--- config.mk ---
export PLATFORM = sky130hd
export DESIGN_NAME = coin_entry_ctrl_flat
export DESIGN_NICKNAME = d
export VERILOG_FILES = /design/src/rtl/coin_entry_ctrl_pkg.sv /design/src/rtl/coin_entry_ctrl_if.sv /design/src/rtl/coin_entry_ctrl_sync2.sv /design/src/rtl/coin_entry_ctrl.sv /design/src/flat_wrapper.sv
export SDC_FILE = /design/constraint.sdc
export NUM_CORES = 1
export LEC_CHECK = 0
export CAP_MARGIN = 10
export CORE_MARGIN = 2
export CORE_UTILIZATION = 31
export CTS_CLUSTER_DIAMETER = 60
export DETAILED_ROUTE_END_ITERATION = 8
export PLACE_DENSITY_LB_ADDON = 0.08
export SETUP_SLACK_MARGIN = 0.05
export SKIP_LAST_GASP = 1
export SLEW_MARGIN = 10
export SYNTH_ARGS = -nofsm -noshare
export SYNTH_HDL_FRONTEND = slang
export SYNTH_HIERARCHICAL = 1
export SYNTH_SLANG_ARGS = --single-unit
--- constraint.sdc ---
create_clock -name sys_clk -period 2.5 [get_ports sys_clk]
set_input_delay 0.375 -clock sys_clk [delete_from_list [all_inputs] [get_ports sys_clk]]
set_output_delay 0.375 -clock sys_clk [all_outputs]
set_load 0.005 [all_outputs]
--- src/rtl/coin_entry_ctrl_pkg.sv ---
// Shared types and constants for the coin entry front-end.
// Holds the FSM state encoding and the saturating coin counter helper.
package coin_pkg;

    typedef enum logic [1:0] {
        IDLE,
        DEBOUNCE,
        HOLD,
        WAIT_REL
    } coin_state_t;

    localparam int COIN_W = 8;
    localparam logic [COIN_W-1:0] COIN_CNT_MAX = 8'd255;

    function automatic logic [COIN_W-1:0] sat_inc(
        input logic [COIN_W-1:0] v
    );
        return (v == COIN_CNT_MAX) ? v : v + 8'd1;
    endfunction

endpackage

--- src/rtl/coin_entry_ctrl_if.sv ---
// Button/switch inputs and coin event outputs of the coin front-end.
// master = stimulus/driver side, slave = coin_entry_ctrl.
interface coin_entry_ctrl_if;
    import coin_pkg::*;

    logic              btn_raw;
    logic [COIN_W-1:0] sw_val;
    logic              c;
    logic [COIN_W-1:0] a;
    logic              rej;
    logic [COIN_W-1:0] coin_cnt;

    modport master (
        output btn_raw, sw_val,
        input  c, a, rej, coin_cnt
    );

    modport slave (
        input  btn_raw, sw_val,
        output c, a, rej, coin_cnt
    );

endinterface

--- src/rtl/coin_entry_ctrl_sync2.sv ---
// Two-flop synchroniser for asynchronous inputs, cleared on reset.
// Width is parameterised so one module serves button and switches.
module sync2 #(
    parameter int W = 1
) (
    input  logic         clk,
    input  logic         rst_n,
    input  logic [W-1:0] d,
    output logic [W-1:0] q
);

    logic [W-1:0] s1;

    // Two register stages to resolve metastability
    always_ff @(posedge clk) begin
        if (!rst_n) begin
            s1 <= '0;
            q  <= '0;
        end else begin
            s1 <= d;
            q  <= s1;
        end
    end

endmodule

--- src/rtl/coin_entry_ctrl.sv ---
// Debounces the coin button and emits one stretched coin strobe per press.
// The strobe is held long enough for the slow vending FSM to see it once.
module coin_entry_ctrl
    import coin_pkg::*;
#(
    parameter int DB_CYCLES   = 1_000_000,
    parameter int HOLD_CYCLES = 33_554_432
) (
    input  logic               sys_clk,
    input  logic               reset,
    coin_entry_ctrl_if.slave   bus
);

    localparam int CNT_MAX =
        (DB_CYCLES > HOLD_CYCLES) ? DB_CYCLES : HOLD_CYCLES;
    localparam int CNT_W = $clog2(CNT_MAX + 1);

    localparam logic [CNT_W-1:0] DB_LAST   = CNT_W'(DB_CYCLES - 1);
    localparam logic [CNT_W-1:0] HOLD_LAST = CNT_W'(HOLD_CYCLES - 1);
    localparam logic [CNT_W-1:0] CNT_ONE   = CNT_W'(1);

    logic              btn_s;
    logic [COIN_W-1:0] sw_s;

    coin_state_t       state;
    logic [CNT_W-1:0]  cnt;
    logic              c_q;
    logic [COIN_W-1:0] a_q;
    logic              rej_q;
    logic [COIN_W-1:0] coin_cnt_q;

    sync2 #(.W(1)) u_sync_btn (
        .clk   (sys_clk),
        .rst_n (reset),
        .d     (bus.btn_raw),
        .q     (btn_s)
    );

    sync2 #(.W(COIN_W)) u_sync_sw (
        .clk   (sys_clk),
        .rst_n (reset),
        .d     (bus.sw_val),
        .q     (sw_s)
    );

    // Press/hold/release sequencing with registered coin outputs.
    // The sample that leaves IDLE is the first stable cycle, so cnt
    // starts at 1 in DEBOUNCE.
    always_ff @(posedge sys_clk) begin
        if (!reset) begin
            state      <= IDLE;
            cnt        <= '0;
            c_q        <= 1'b0;
            a_q        <= '0;
            rej_q      <= 1'b0;
            coin_cnt_q <= '0;
        end else begin
            rej_q <= 1'b0;
            unique case (state)
                IDLE: begin
                    if (btn_s) begin
                        state <= DEBOUNCE;
                        cnt   <= CNT_ONE;
                    end else begin
                        cnt <= '0;
                    end
                end
                DEBOUNCE: begin
                    if (!btn_s) begin
                        state <= IDLE;
                        cnt   <= '0;
                    end else if (cnt == DB_LAST) begin
                        cnt <= '0;
                        if (sw_s != '0) begin
                            a_q        <= sw_s;
                            c_q        <= 1'b1;
                            coin_cnt_q <= sat_inc(coin_cnt_q);
                            state      <= HOLD;
                        end else begin
                            rej_q <= 1'b1;
                            state <= WAIT_REL;
                        end
                    end else begin
                        cnt <= cnt + CNT_ONE;
                    end
                end
                HOLD: begin
                    if (cnt == HOLD_LAST) begin
                        c_q   <= 1'b0;
                        cnt   <= '0;
                        state <= WAIT_REL;
                    end else begin
                        cnt <= cnt + CNT_ONE;
                    end
                end
                WAIT_REL: begin
                    if (btn_s) begin
                        cnt <= '0;
                    end else if (cnt == DB_LAST) begin
                        cnt   <= '0;
                        state <= IDLE;
                    end else begin
                        cnt <= cnt + CNT_ONE;
                    end
                end
                default: begin
                    state <= IDLE;
                    cnt   <= '0;
                    c_q   <= 1'b0;
                end
            endcase
        end
    end

    assign bus.c        = c_q;
    assign bus.a        = a_q;
    assign bus.rej      = rej_q;
    assign bus.coin_cnt = coin_cnt_q;

endmodule
--- src/flat_wrapper.sv ---
// flat-port wrapper written by rule: the top's interface ports become plain ports
module coin_entry_ctrl_flat import coin_pkg::*;
#(
    parameter int DB_CYCLES   = 1_000_000,
    parameter int HOLD_CYCLES = 33_554_432
)
  (sys_clk, reset, bus_btn_raw, bus_sw_val, bus_c, bus_a, bus_rej, bus_coin_cnt);
  coin_entry_ctrl_if bus_i ();
  input  logic sys_clk;
  input  logic reset;
  input wire logic [$bits(bus_i.btn_raw)-1:0] bus_btn_raw;
  input wire logic [$bits(bus_i.sw_val)-1:0] bus_sw_val;
  output wire logic [$bits(bus_i.c)-1:0] bus_c;
  output wire logic [$bits(bus_i.a)-1:0] bus_a;
  output wire logic [$bits(bus_i.rej)-1:0] bus_rej;
  output wire logic [$bits(bus_i.coin_cnt)-1:0] bus_coin_cnt;
  assign bus_i.btn_raw = bus_btn_raw;
  assign bus_i.sw_val = bus_sw_val;
  assign bus_c = bus_i.c;
  assign bus_a = bus_i.a;
  assign bus_rej = bus_i.rej;
  assign bus_coin_cnt = bus_i.coin_cnt;
  coin_entry_ctrl #(.DB_CYCLES(DB_CYCLES), .HOLD_CYCLES(HOLD_CYCLES)) u_core (.sys_clk(sys_clk), .reset(reset), .bus(bus_i));
endmodule
== After elaboration in Yosys (flattened, before gate mapping) ==
Index checks and enable logic that the tools add are counted.
Word-level totals
  flip-flop bits (word level): 64
  input bits: 11
  output and inout bits: 18
  logic and storage cells: 55
Operators by class
  $add $sub $neg: 2
  equality and inequality tests: 14
  mux-type cells: 20
  bitwise operators: 1
  reductions and logical operators: 8
Operators with widths (number)
  $mux 26: 4
  $pmux 26 s4: 1
  $add 26x1->26 const B: 1
  $eq 26x20->1 const B: 1
  $eq 26x25->1 const B: 1
  $reduce_and 5->1: 3
  $mux 2: 6
  $add 8x1->8 const B: 1
  $eq 8x8->1 const B: 1
  $ne 2x1->1 const B: 4
  $pmux 2 s4: 1
  $reduce_and 4->1: 2
  $reduce_bool 8->1: 1
  $mux 1: 7
  $ne 2x2->1 const B: 3
  $eq 2x2->1 const B: 2
  $ne 3x2->1 const B: 1
  $eq 2x1->1 const B: 1
  $logic_not 2->1: 1
  $pmux 1 s2: 1
  $reduce_bool 2->1: 1
  $not 1->1: 1

== Longest topological paths before layout ==
  word-level depth: 5
  gate-level depth with buffers: 8
  depth with buffers taken out: 6

== By module ==
Netlist, hierarchy kept.
Modules (own cells, without submodules)
  coin_entry_ctrl: times used 1, cells an instance 241, area each 2197.1 um^2, sequential area each 920.9 um^2
  sync2 (u_core.u_sync_sw): times used 1, cells an instance 33, area each 446.7 um^2, sequential area each 320.3 um^2
  sync2 (u_core.u_sync_btn): times used 1, cells an instance 4, area each 52.6 um^2, sequential area each 40.0 um^2

== Worst setup path before layout ==
Ideal clock, no wire load.
  path type: flip-flop to flip-flop
  from: register u_core.cnt[0]
  to: register u_core.coin_cnt_q[1] (netlist: u_core/bus.coin_cnt[1])
  library setup time: 128 ps
  arrival time: 1906 ps
  data required time: 2372 ps
  setup slack: 467 ps
  cell stages (with the launch flop): 8
  buffers on the path: 1
  clock period less this slack: 2033 ps
  path through: dfxtp_1 -> ha_1 -> nand2_1 -> or4_4 -> a2111oi_4 -> buf_6 -> mux2i_1 -> nor2_1
Between the ends
  longest elaborated chain between the ends: 2
RTL lines
  start: declaration: RTL line coin_entry_ctrl.sv:26  | logic [CNT_W-1:0] cnt;
  start signal: assignment: RTL line coin_entry_ctrl.sv:84  | cnt <= cnt + CNT_ONE;
  start signal: assignment: RTL line coin_entry_ctrl.sv:93  | cnt <= cnt + CNT_ONE;
  start signal: assignment: RTL line coin_entry_ctrl.sv:103  | cnt <= cnt + CNT_ONE;
  $eq 26x20->1: RTL line coin_entry_ctrl.sv:72  | end else if (cnt == DB_LAST) begin
  $reduce_and 5->1 (no source line)
  end signal: assignment: RTL line coin_entry_ctrl.sv:77  | coin_cnt_q <= sat_inc(coin_cnt_q);
  end: declaration: RTL line coin_entry_ctrl.sv:30  | logic [COIN_W-1:0] coin_cnt_q;
Every way passes these cells.
A chain may end at the register's enable or synchronous reset.

== Worst setup path in the final report ==
  from: register u_core.cnt[0]
  to: register u_core.coin_cnt_q[5] (netlist: u_core/bus.coin_cnt[5])
Same word-level chain as after synthesis.

==> impl_metrics.json <==
{
  "syn_avg_cell_area_um2": 9.70,
  "synth_area_um2": 2700,
  "insertion_delay_ps": 350,
  "crit_path_end_kind": "flip-flop",
  "drt-wirelength-per-cell_um": 12.5,
  "n_fill_cell": 893,
  "leakage_nw": 1.18,
  "postCtsHoldBufs": 0,
  "tightest_slew_ps": 390,
  "dr.pass1.iters": 4,
  "syn-num-nets": 291,
  "cts_buffers": 9,
  "area_growth_pct": 23.3,
  "drc_errors": 0,
  "cts_resized": 0,
  "rows": 34,
  "clockBufferDepth": 2,
  "vias_per_cell": 4.72,
  "outcome": "finished clean",
  "totalWireLength_mm": 5.34,
  "cp-start-kind": "flip-flop",
  "antenna_found_initial": 0,
  "port_buffers": 28,
  "cts_tree": "built",
  "synth_edf_count": 0,
  "hpwl_mm": 3.75,
  "cp.arrival_ps": 2470,
  "required_ps": 2730,
  "placed_cells": 413,
  "first_global_vias": 1951,
  "ant_nets": 0,
  "die_area_um2": 9460,
  "drive_gt1_share_pct": 16.2,
  "place.gp.congestion": 0.726,
  "die_x_um": 97.3,
  "setup_tns_ps": 0,
  "period_needed_ps": 2240,
  "final_cells": 429,
  "final_cell_mix": "64 x dfxtp_1, 43 x nor2_1, 28 x clkdlybuf4s50_1",
  "drv_cap": 0,
  "grt_max_degree": 26,
  "synthFlopType": "dfxtp_1",
  "path_class": "flip-flop to flip-flop",
  "hp-class": "flip-flop to flip-flop",
  "grt.total_usage_pct": 12.4,
  "place_area_um2": 3100,
  "fin_area_um2": 3330,
  "drt-initial-drc-count": 114,
  "core_um2": 8590,
  "hold_viol": 0,
  "min_period_over_period_pct": 89.5,
  "setup_viol": 0,
  "p_per_area_nw_per_um2": 631,
  "rsz0062_at_grt": "no",
  "ys_top_cells_by_area": "dfxtp_1 48%, xor2_1 6.2%, nor2_1 6.0%",
  "grt-ovfl-total": 0,
  "finClkSkew_ps": 12.3,
  "chipHeight_um": 97.3,
  "synth_top_area_share_pct": 47.5,
  "fin_hold_ws_ps": 433,
  "synthCells": 278,
  "clk_pin_slew_ps": 80,
  "yosysUniqueCellTypes": 43,
  "antenna_cells": 0,
  "initial_core_util_pct": 31.4,
  "slew_viol_final": 0,
  "clock-sinks": 64,
  "routed-via-count": 2024,
  "root_buffer": "clkbuf_8",
  "yosysSeqAreaShare_pct": 47.5,
  "post_cts_buffers": 0,
  "nets": 329,
  "post-synth-top-area-cell": "dfxtp_1",
  "h-tree-depth": 3,
  "ys_async_sr_fraction_pct": 0,
  "vdd_ir_drop_max_v": 0.000276,
  "critPathMaxFanout": 11,
  "grt_pass1_wl_mm": 9.44,
  "fmax_mhz": 447,
  "ios": 29,
  "synth_seq_cells": 64,
  "yosys_warnings": 6,
  "relSlewSlack_pct": 73.9,
  "final_common_cell": "dfxtp_1"
}
## final timing paths
check | startpoint | to | slack (ps) | depth (start not counted)
setup / recovery | u_core/cnt[0]$_SDFF_PN0_ | u_core/bus.coin_cnt[5]$_SDFFE_PN0P_ | 260 | 7
hold / removal | u_core/u_sync_btn/s1$_SDFF_PN0_ | u_core/u_sync_btn/q$_SDFF_PN0_ | 430 | 1
setup reg to reg | u_core/cnt[0]$_SDFF_PN0_ | u_core/bus.coin_cnt[5]$_SDFFE_PN0P_ | 260 | 7
hold reg to reg | u_core/u_sync_btn/s1$_SDFF_PN0_ | u_core/u_sync_btn/q$_SDFF_PN0_ | 430 | 1
## logic make-up after synthesis
kind of cell | after synthesis | synth area share [%]
multiplexers | 10 | 3.71
XOR/XNOR | 25 | 8.12
flip-flops | 64 | 47.5
adder cells (fa/ha/maj) | 2 | 0.928
AND/OR/NAND/NOR | 140 | 29.7
buffers and inverters | 16 | 3.48
AO/OA/AOI/OAI | 21 | 6.50
## Yosys cell counts, types with 2 or more instances
| library cell | n |
|---|---|
| nor2_1 | 43 |
| or4_1 | 3 |
| dfxtp_1 | 64 |
| and4_1 | 5 |
| xnor2_1 | 6 |
| mux2i_1 | 10 |
| a21o_1 | 2 |
| ha_1 | 2 |
| buf_6 | 4 |
| a21o_2 | 3 |
| nand3_1 | 13 |
| nand2_1 | 13 |
| clkbuf_1 | 3 |
| or3_1 | 2 |
| nand3_2 | 5 |
| nand4_1 | 9 |
| nor4_1 | 5 |
| and3_1 | 9 |
| xor2_1 | 19 |
| and2_1 | 7 |
| nor4b_1 | 2 |
| nor4_2 | 2 |
| inv_1 | 8 |
| a21oi_1 | 7 |
| nor3b_1 | 2 |
| and2_2 | 12 |
| nor2b_1 | 2 |
## cell type report
type | count | area (µm²) | share of cell area [%]
clock buffer | 9 | 124 | 3.72
clock inverter | 7 | 101 | 3.05
inverter | 8 | 30.0 | 0.903
multi-input combinational | 198 | 1320 | 39.7
sequential | 64 | 1280 | 38.5
tap | 108 | 135 | 4.06
timing repair buffer | 35 | 333 | 10.0
## report_power, final
part / internal (mW) / switching [mW] / total, mW / leakage (nW)
sequential: 1.03 / 0.00627 / 1.04 / 0.519
combinational: 0.0292 / 0.0202 / 0.0494 / 0.549
clock: 0.571 / 0.439 / 1.01 / 0.107
## routing by layer
layer	global-route usage, %	wire length [µm]	share of wire [%]
met4	6.73	112	2.1
met2	18.4	2350	44
met3	2.59	135	2.5
met1	16.8	2740	51
met5	0	0	0
## sequential cells by signal (all words and copies together), names as in the netlist, named ones only
register	count
u_core/u_sync_btn/q	1
u_core/u_sync_sw/s1	8
u_core/u_sync_btn/s1	1
u_core/bus.c	1
u_core/bus.a	8
u_core/state	1
u_core/bus.rej	1
u_core/cnt	26
u_core/u_sync_sw/q	8
u_core/bus.coin_cnt	8
## per-stage QoR
step	total power [mW]	util (%)	setup slack, ps
2_1_floorplan	1.09	-	467
3_3_place_gp	1.11	36.1	355
3_5_place_dp	1.11	36.1	286
4_1_cts	2.13	38.7	259
5_1_grt	2.19	38.7	109
6_report	2.10	38.7	262
## worst max-delay path, cell delays in order, from the launching register on
cell	delay (ps)
dfxtp_1	410
ha_1	260
nand2_1	120
or4_4	530
a2111oi_4	280
buf_4	250
nand4_1	130
mux2i_1	130
Note: power is estimated with default switching activity, not from simulation.
